### config.mk
export PLATFORM = sky130hd
export DESIGN_NAME = rc4_key_search_sequencer_flat
export DESIGN_NICKNAME = d
export VERILOG_FILES = /design/src/rtl/rc4_key_search_sequencer_if.sv /design/src/rtl/rc4_key_search_sequencer.sv /design/src/flat_wrapper.sv
export SDC_FILE = /design/constraint.sdc
export NUM_CORES = 1
export LEC_CHECK = 0
export BUFFER_PORTS_ARGS = -buffer_cell sky130_fd_sc_hd__buf_2
export CAP_MARGIN = 20
export CORE_MARGIN = 2
export CORE_UTILIZATION = 61
export CTS_CLUSTER_SIZE = 14
export DETAILED_ROUTE_END_ITERATION = 16
export PLACE_DENSITY = 0.85
export SYNTH_ARGS = -nofsm -noshare
export SYNTH_HDL_FRONTEND = slang
export SYNTH_SLANG_ARGS = --single-unit
### constraint.sdc
create_clock -name clk -period 4.45 [get_ports clk]
set_input_delay 0.6675 -clock clk [delete_from_list [all_inputs] [get_ports clk]]
set_output_delay 0.6675 -clock clk [all_outputs]
set_load 0.005 [all_outputs]
### src/rtl/rc4_key_search_sequencer_if.sv
// Control bundle between the key-search sequencer and its environment.
// The sequencer drives the ramcontroller controls and the search status. The environment drives start/abort and returns the phase/checker results.
interface rc4_key_search_sequencer_if;
  logic        start;
  logic        abort;
  logic [2:0]  ctrl_mode;
  logic        ctrl_start;
  logic [23:0] ctrl_key;
  logic        ctrl_finished;
  logic        dec_fail;
  logic        busy;
  logic        done;
  logic        found;
  logic [23:0] found_key;
  logic        error;

  modport master (
    input  start, abort, ctrl_finished, dec_fail,
    output ctrl_mode, ctrl_start, ctrl_key, busy, done, found, found_key, error
  );

  modport slave (
    output start, abort, ctrl_finished, dec_fail,
    input  ctrl_mode, ctrl_start, ctrl_key, busy, done, found, found_key, error
  );
endinterface

### src/rtl/rc4_key_search_sequencer.sv
// Walks candidate keys through INIT -> SHUFFLE -> DECRYPT on the ramcontroller.
// It stops on the first key whose plaintext passes the checker, or when the key range runs out, or when the watchdog trips.
// Handshake: ctrl_start is a level held for a whole phase; ctrl_finished is a level that may stay high until ctrl_start drops. A phase is only relaunched after ctrl_finished has been seen low.
module rc4_key_search_sequencer #(
  parameter logic [21:0] KEY_MIN = 22'h000000,
  parameter logic [21:0] KEY_MAX = 22'h3FFFFF,
  parameter int unsigned GAP     = 4,
  parameter logic [19:0] TIMEOUT = 20'd100000
) (
  input  logic                              clk,
  input  logic                              reset,
  rc4_key_search_sequencer_if.master        seq_if,
  output logic [2:0]                        state_o
);

  typedef enum logic [2:0] {
    S_IDLE  = 3'd0,
    S_SETUP = 3'd1,
    S_RUN   = 3'd2,
    S_GAP   = 3'd3,
    S_NEXT  = 3'd4,
    S_DONE  = 3'd5
  } state_t;

  localparam logic [2:0] MODE_NONE = 3'b000;
  localparam logic [2:0] MODE_INIT = 3'b001;
  localparam logic [2:0] MODE_SHUF = 3'b010;
  localparam logic [2:0] MODE_DEC  = 3'b100;
  localparam logic [7:0] GAP_LAST  = (GAP > 0) ? 8'(GAP - 1) : 8'd0;

  state_t      state_q, state_d;
  logic [2:0]  phase_q, phase_d;
  logic [21:0] key_q, key_d;
  logic [7:0]  gap_q, gap_d;
  logic [19:0] wd_q, wd_d;
  logic        start_prev_q;
  logic [2:0]  mode_q, mode_d;
  logic        cstart_q, cstart_d;
  logic        busy_q, busy_d;
  logic        done_q, done_d;
  logic        found_q, found_d;
  logic [23:0] fkey_q, fkey_d;
  logic        error_q, error_d;

  logic        start_rise;
  logic [19:0] wd_inc;
  logic        wd_hit;

  assign start_rise = seq_if.start & ~start_prev_q;
  assign wd_inc     = (wd_q == '1) ? wd_q : wd_q + 20'd1;
  assign wd_hit     = (TIMEOUT != 20'd0) && (wd_q >= TIMEOUT);

  always_comb begin
    state_d  = state_q;
    phase_d  = phase_q;
    key_d    = key_q;
    gap_d    = gap_q;
    wd_d     = wd_q;
    mode_d   = mode_q;
    cstart_d = cstart_q;
    busy_d   = busy_q;
    done_d   = done_q;
    found_d  = found_q;
    fkey_d   = fkey_q;
    error_d  = error_q;

    if (state_q != S_IDLE && seq_if.abort) begin
      state_d  = S_IDLE;
      cstart_d = 1'b0;
      mode_d   = MODE_NONE;
      busy_d   = 1'b0;
      done_d   = 1'b0;
      found_d  = 1'b0;
      fkey_d   = 24'h0;
      error_d  = 1'b0;
    end else begin
      case (state_q)
        S_IDLE, S_DONE: begin
          if (start_rise) begin
            state_d = S_SETUP;
            key_d   = KEY_MIN;
            phase_d = MODE_INIT;
            mode_d  = MODE_INIT;
            gap_d   = 8'd0;
            wd_d    = 20'd0;
            busy_d  = 1'b1;
            done_d  = 1'b0;
            found_d = 1'b0;
            fkey_d  = 24'h0;
            error_d = 1'b0;
          end
        end
        S_SETUP: begin
          state_d  = S_RUN;
          cstart_d = 1'b1;
        end
        S_RUN: begin
          wd_d = wd_inc;
          // A checker reject wins over a same-cycle finish.
          if (phase_q == MODE_DEC && seq_if.dec_fail) begin
            cstart_d = 1'b0;
            state_d  = S_NEXT;
          end else if (seq_if.ctrl_finished) begin
            cstart_d = 1'b0;
            if (phase_q == MODE_DEC) begin
              state_d = S_DONE;
              busy_d  = 1'b0;
              done_d  = 1'b1;
              mode_d  = MODE_NONE;
              found_d = 1'b1;
              fkey_d  = {2'b00, key_q};
            end else begin
              phase_d = (phase_q == MODE_INIT) ? MODE_SHUF : MODE_DEC;
              gap_d   = 8'd0;
              state_d = S_GAP;
            end
          end else if (wd_hit) begin
            cstart_d = 1'b0;
            error_d  = 1'b1;
            state_d  = S_DONE;
            busy_d   = 1'b0;
            done_d   = 1'b1;
            mode_d   = MODE_NONE;
          end
        end
        S_GAP: begin
          wd_d = wd_inc;
          if (wd_hit) begin
            error_d = 1'b1;
            state_d = S_DONE;
            busy_d  = 1'b0;
            done_d  = 1'b1;
            mode_d  = MODE_NONE;
          end else begin
            if (gap_q < GAP_LAST) gap_d = gap_q + 8'd1;
            // The new mode is only presented once the previous finish has cleared.
            if (gap_q >= GAP_LAST && !seq_if.ctrl_finished) begin
              state_d = S_SETUP;
              mode_d  = phase_q;
              wd_d    = 20'd0;
            end
          end
        end
        S_NEXT: begin
          if (key_q == KEY_MAX) begin
            state_d = S_DONE;
            busy_d  = 1'b0;
            done_d  = 1'b1;
            mode_d  = MODE_NONE;
            found_d = 1'b0;
          end else begin
            key_d   = key_q + 22'd1;
            phase_d = MODE_INIT;
            gap_d   = 8'd0;
            state_d = S_GAP;
          end
        end
        default: state_d = S_IDLE;
      endcase
    end
  end

  always_ff @(posedge clk) begin
    if (reset) begin
      state_q      <= S_IDLE;
      phase_q      <= MODE_NONE;
      key_q        <= 22'h0;
      gap_q        <= 8'd0;
      wd_q         <= 20'd0;
      start_prev_q <= 1'b0;
      mode_q       <= MODE_NONE;
      cstart_q     <= 1'b0;
      busy_q       <= 1'b0;
      done_q       <= 1'b0;
      found_q      <= 1'b0;
      fkey_q       <= 24'h0;
      error_q      <= 1'b0;
    end else begin
      state_q      <= state_d;
      phase_q      <= phase_d;
      key_q        <= key_d;
      gap_q        <= gap_d;
      wd_q         <= wd_d;
      start_prev_q <= seq_if.start;
      mode_q       <= mode_d;
      cstart_q     <= cstart_d;
      busy_q       <= busy_d;
      done_q       <= done_d;
      found_q      <= found_d;
      fkey_q       <= fkey_d;
      error_q      <= error_d;
    end
  end

  assign seq_if.ctrl_mode  = mode_q;
  assign seq_if.ctrl_start = cstart_q;
  assign seq_if.ctrl_key   = {2'b00, key_q};
  assign seq_if.busy       = busy_q;
  assign seq_if.done       = done_q;
  assign seq_if.found      = found_q;
  assign seq_if.found_key  = fkey_q;
  assign seq_if.error      = error_q;
  assign state_o           = state_q;

endmodule

### src/flat_wrapper.sv
// flat-port wrapper written by rule: the top's interface ports become plain ports
module rc4_key_search_sequencer_flat 
#(
  parameter logic [21:0] KEY_MIN = 22'h000000,
  parameter logic [21:0] KEY_MAX = 22'h3FFFFF,
  parameter int unsigned GAP     = 4,
  parameter logic [19:0] TIMEOUT = 20'd100000
)
  (clk, reset, state_o, seq_if_start, seq_if_abort, seq_if_ctrl_finished, seq_if_dec_fail, seq_if_ctrl_mode, seq_if_ctrl_start, seq_if_ctrl_key, seq_if_busy, seq_if_done, seq_if_found, seq_if_found_key, seq_if_error);
  rc4_key_search_sequencer_if seq_if_i ();
  input  logic clk;
  input  logic reset;
  output logic [2:0] state_o;
  input wire logic [$bits(seq_if_i.start)-1:0] seq_if_start;
  input wire logic [$bits(seq_if_i.abort)-1:0] seq_if_abort;
  input wire logic [$bits(seq_if_i.ctrl_finished)-1:0] seq_if_ctrl_finished;
  input wire logic [$bits(seq_if_i.dec_fail)-1:0] seq_if_dec_fail;
  output wire logic [$bits(seq_if_i.ctrl_mode)-1:0] seq_if_ctrl_mode;
  output wire logic [$bits(seq_if_i.ctrl_start)-1:0] seq_if_ctrl_start;
  output wire logic [$bits(seq_if_i.ctrl_key)-1:0] seq_if_ctrl_key;
  output wire logic [$bits(seq_if_i.busy)-1:0] seq_if_busy;
  output wire logic [$bits(seq_if_i.done)-1:0] seq_if_done;
  output wire logic [$bits(seq_if_i.found)-1:0] seq_if_found;
  output wire logic [$bits(seq_if_i.found_key)-1:0] seq_if_found_key;
  output wire logic [$bits(seq_if_i.error)-1:0] seq_if_error;
  assign seq_if_i.start = seq_if_start;
  assign seq_if_i.abort = seq_if_abort;
  assign seq_if_i.ctrl_finished = seq_if_ctrl_finished;
  assign seq_if_i.dec_fail = seq_if_dec_fail;
  assign seq_if_ctrl_mode = seq_if_i.ctrl_mode;
  assign seq_if_ctrl_start = seq_if_i.ctrl_start;
  assign seq_if_ctrl_key = seq_if_i.ctrl_key;
  assign seq_if_busy = seq_if_i.busy;
  assign seq_if_done = seq_if_i.done;
  assign seq_if_found = seq_if_i.found;
  assign seq_if_found_key = seq_if_i.found_key;
  assign seq_if_error = seq_if_i.error;
  rc4_key_search_sequencer #(.KEY_MIN(KEY_MIN), .KEY_MAX(KEY_MAX), .GAP(GAP), .TIMEOUT(TIMEOUT)) u_core (.clk(clk), .reset(reset), .seq_if(seq_if_i), .state_o(state_o));
endmodule
After elaboration in Yosys (flattened, before gate mapping)
Index checks and enable logic that the tools add are counted.
{"block": "word_totals", "regBits": 89, "inputBits": 6}
{"block": "classes", "add_sub_neg": 3, "order_cmp": 3, "eq_ne": 23, "muxes": 69, "n_bitwise": 3, "n_reduce_logical": 25}
{"op": "24-bit 2-to-1 mux", "count": 4}
{"op": "20-bit 2-to-1 mux", "count": 4}
{"op": "3-bit 2-to-1 mux", "count": 20}
{"op": "20-bit one-hot mux with 3 select lines", "count": 1}
{"op": "8-bit 2-to-1 mux", "count": 7}
{"op": "24-bit one-hot mux with 2 select lines", "count": 1}
{"op": "22-bit 2-to-1 mux", "count": 2}
{"op": "22-bit one-hot mux with 2 select lines", "count": 1}
{"op": "8-bit one-hot mux with 4 select lines", "count": 1}
{"op": "22-bit by 1-bit adder with 22-bit output, second input constant", "count": 1}
{"op": "22-bit equality test, second input constant", "count": 1}
{"op": "20-bit by 1-bit adder with 20-bit output, second input constant", "count": 1}
{"op": "20-bit equality test, second input constant", "count": 1}
{"op": "20-bit by 17-bit greater-or-equal comparator with 1-bit output, second input constant", "count": 1}
{"op": "1-bit 2-to-1 mux", "count": 20}
{"op": "3-bit one-hot mux with 5 select lines", "count": 1}
{"op": "7-bit AND reduction", "count": 2}
{"op": "2-bit != test, second input constant", "count": 6}
{"op": "3-bit one-hot mux with 4 select lines", "count": 1}
{"op": "5-bit AND reduction", "count": 2}
{"op": "3-bit equality test, second input constant", "count": 3}
{"op": "3-bit one-hot mux with 3 select lines", "count": 1}
{"op": "9-bit AND reduction", "count": 1}
{"op": "3-bit nonzero test", "count": 3}
{"op": "24 further kinds", "count": 40}

Longest topological paths before layout
{"block": "depth", "depth_word": 6, "ltp_mapped": 9, "depth_no_buf": 7}

Worst setup path after synthesis
Ideal clock, no wire load.
{"block": "synth_path", "path_kind": "register -> register", "from": "register u_core.state_q[2], in the netlist u_core.state_o[2]", "to": "register u_core.key_q[20]", "setup_ps": 123, "t_arrival_ps": 2111, "required_ps": 4327, "path_slack_ps": 2216, "path_stages_with_launch": 8, "path_buffers": 1, "path_cell_list": "dfxtp_1 > buf_4 > or3b_4 > or4_4 > o22ai_2 > nor2_1 > nand4_1 > mux2_1"}
{"block": "synth_via", "elab_chain_cells": 4}
{"item": "start: declaration", "line_no": "rc4_key_search_sequencer.sv:31", "source": "state_t state_q, state_d;"}
{"item": "start signal: assignment", "line_no": "rc4_key_search_sequencer.sv:179", "source": "state_q <= state_d;"}
{"item": "3-bit equality test, or another cell as far along", "line_no": "rc4_key_search_sequencer.sv:77", "source": "case (state_q)"}
{"item": "2-bit OR reduction or 1-bit logical AND (tied branches)", "line_no": "rc4_key_search_sequencer.sv:77, rc4_key_search_sequencer.sv:67"}
{"item": "2-bit by 1-bit != test with 1-bit output (no line), or another cell as far along"}
{"item": "4-bit AND reduction (no line)"}
{"item": "end signal: assignment", "line_no": "rc4_key_search_sequencer.sv:181", "source": "key_q <= key_d;"}
{"item": "end: declaration", "line_no": "rc4_key_search_sequencer.sv:33", "source": "logic [21:0] key_q, key_d;"}
Several ways; a longest one is shown, not always the timed one.
A chain may end at the register's enable or synchronous reset.

Worst setup path after layout
Same ends and word-level chain as after synthesis.

==> results.json <==
{
  "status": "complete, no violations",
  "cap_viol_max_count": 0,
  "synth_edf_count": 0,
  "fin_nets": 590,
  "leakagePower_uw": 0.001735,
  "antenna_found_initial": 0,
  "gp_congestion": 0.9796,
  "cts-root-buf": "clkbuf_8",
  "final-max-slew-violation-count": 0,
  "crit_type": "reg -> reg",
  "finalSetupTns_ps": 0,
  "synth_cells": 537,
  "max_slew_margin_pct": 24.63,
  "drc": 0,
  "synth.yosys.seq_area_share_pct": 40.07,
  "grt_usage_pct": 27.82,
  "synth_seq_cells": 87,
  "rsz0062_at_grt": "false",
  "initial_core_util_pct": 63.63,
  "numClockSinks": 87,
  "core-area_um2": 6832,
  "grt_pass1_wl_mm": 17.21,
  "ctsResizeCount": 0,
  "critPathCaptureType": "register",
  "die_w_um": 88.42,
  "hold_buffers": 0,
  "drt-total-wl_mm": 10.61,
  "slowest_stage": "dfxtp_1",
  "syn-mean-instance-area_um2": 8.094,
  "port_buffers": 60,
  "crit_chain": "or3b_4 > or4_4 > o22ai_2 > nor2_1 > nand4_1 > mux2_1",
  "clock_latency_ps": 350,
  "cts_max_path_buffers": 2,
  "synth_ff_type": "dfxtp_1",
  "layout_common_cells": "dfxtp_1, nor2_1, buf_2",
  "critPathLaunchType": "register",
  "syn_area_um2": 4347,
  "cts_setup_buffers": 0,
  "cts_made_buffers": 9,
  "hold_path_class": "reg -> reg",
  "finalCritPeriodShare_pct": 67.88,
  "max_stage_delay_ps": 780,
  "synth_warnings": 0,
  "clk_pin_slew_worst_paths_ps": 80,
  "grt_pass1_vias": 3717,
  "cts_max_level": 3,
  "p_per_area_nw_per_um2": 438.1,
  "fmax_mhz": 331.1,
  "async_flop_share_pct": 0,
  "vias_per_cell": 6.047,
  "grt.overflow.total": 0,
  "synth_cell_type_count": 65,
  "wl_per_cell_um": 15.58,
  "num_rows": 30,
  "dieArea_um2": 7817,
  "ios": 65,
  "cts_tree": "yes",
  "worstPathMaxFanout": 21,
  "drive_gt1_share_pct": 16.58,
  "layout_commonest_cell": "dfxtp_1",
  "crit_arrival_ps": 3260,
  "setup_violations": 0,
  "ir_worst_vdd_mv": 0.2262,
  "period_needed_ps": 3020,
  "antenna_cells": 0,
  "vias": 4118,
  "drtIter0Drc": 330,
  "detail-route-antenna-nets": 0,
  "hold_ws_ps": 435.5,
  "firstDrtPassIters": 5,
  "fp.dieH_um": 88.42,
  "dp_hpwl_mm": 7.191,
  "clock_skew_ps": 6.391,
  "grt_max_degree": 36,
  "worstMarginPinSlew_ps": 1129,
  "area_growth_syn_to_layout_pct": 12.21,
  "required_ps": 4690,
  "hold_viol": 0
}
-- cell families after synthesis --
kind of cell / Yosys count / synth area share, %
simple gates: 269 / 31.95
compound gates: 96 / 14.25
flops: 87 / 40.07
buf+inv: 41 / 4.462
xor+xnor: 35 / 7.052
fa+ha+maj: 4 / 1.151
mux: 4 / 0.9787
other cells: 1 / 0.08627
-- Yosys cell counts, drive strengths merged, types with 6 or more instances --
master | n | area share, %
nor4 | 18 | 2.6
nand4 | 13 | 1.9
nor2 | 73 | 6.3
a21oi | 42 | 4.8
buf | 14 | 2.1
nand2b | 10 | 1.4
nor3b | 8 | 1.6
clkbuf | 20 | 1.7
o21a | 6 | 1.0
nor4b | 6 | 1.2
xnor2 | 35 | 7.1
nor3 | 20 | 2.5
o21ai | 14 | 1.6
nand2 | 45 | 3.9
dfxtp | 87 | 40
nand3 | 43 | 5.0
inv | 7 | 0.60
-- per-layer routing --
layer	routed length [um]	part of all wire (%)	GRT usage, %	up-vias
li1	-	-	-	1989
met1	4495	42	36.08	1940
met2	5169	49	46.21	166
met3	742	7.0	5.877	23
met4	201	1.9	9.642	0
met5	0	0	0	-
-- per-stage QoR --
stage | util (%) | worst slack (ps) | instance area [um2] | power [uW] | instances
3_3_place_gp | 67.93 | 1583 | 4641 | 1468 | 665
6_report | 71.39 | 1430 | 4877 | 2136 | 681
5_1_grt | 71.39 | 1315 | 4877 | 2239 | 681
4_1_cts | 71.39 | 1470 | 4877 | 2135 | 681
3_5_place_dp | 67.93 | 1512 | 4641 | 1489 | 665
2_1_floorplan | - | 2216 | 4358 | 1353 | 540
-- flip-flops by register name, indices dropped and copies added, names as in the netlist, 3 cells and up --
signal	flops
u_core.seq_if.found_key	22
u_core.key_q	22
u_core.state_o	3
u_core.wd_q	20
u_core.seq_if.ctrl_mode	3
u_core.gap_q	8
u_core.phase_q	3
-- layout make-up --
cell class | count | area [um2]
Multi-Input combinational cell | 412 | 2430
Fill cell | 571 | 1954
Sequential cell | 87 | 1742
Timing Repair Buffer | 63 | 322.8
Clock buffer | 10 | 127.6
Tap cell | 96 | 120.1
Clock inverter | 6 | 108.9
Inverter | 7 | 26.28
-- worst max-delay path: cells and delay by family, from the launching register on --
kind / cells / cell delay [ps]
mux: 1 / 320
flops: 1 / 780
compound gates: 1 / 580
simple gates: 4 / 1220
-- power breakdown --
group          internal, uW  switching, uW
clock network           372            273
logic                   188            401
registers               812           90.8
-- final timing paths --
kind / depth (start not counted) / slack (ps) / startpoint / end
worst max-delay path: 6 / 1430 / u_core.state_o[2] / u_core.key_q[20]
worst min-delay path: 2 / 440 / u_core.gap_q[6] / u_core.gap_q[6]
worst max register to register: 6 / 1430 / u_core.state_o[2] / u_core.key_q[20]
worst min register to register: 2 / 440 / u_core.gap_q[6] / u_core.gap_q[6]
Power figures use the tool's default switching activity.
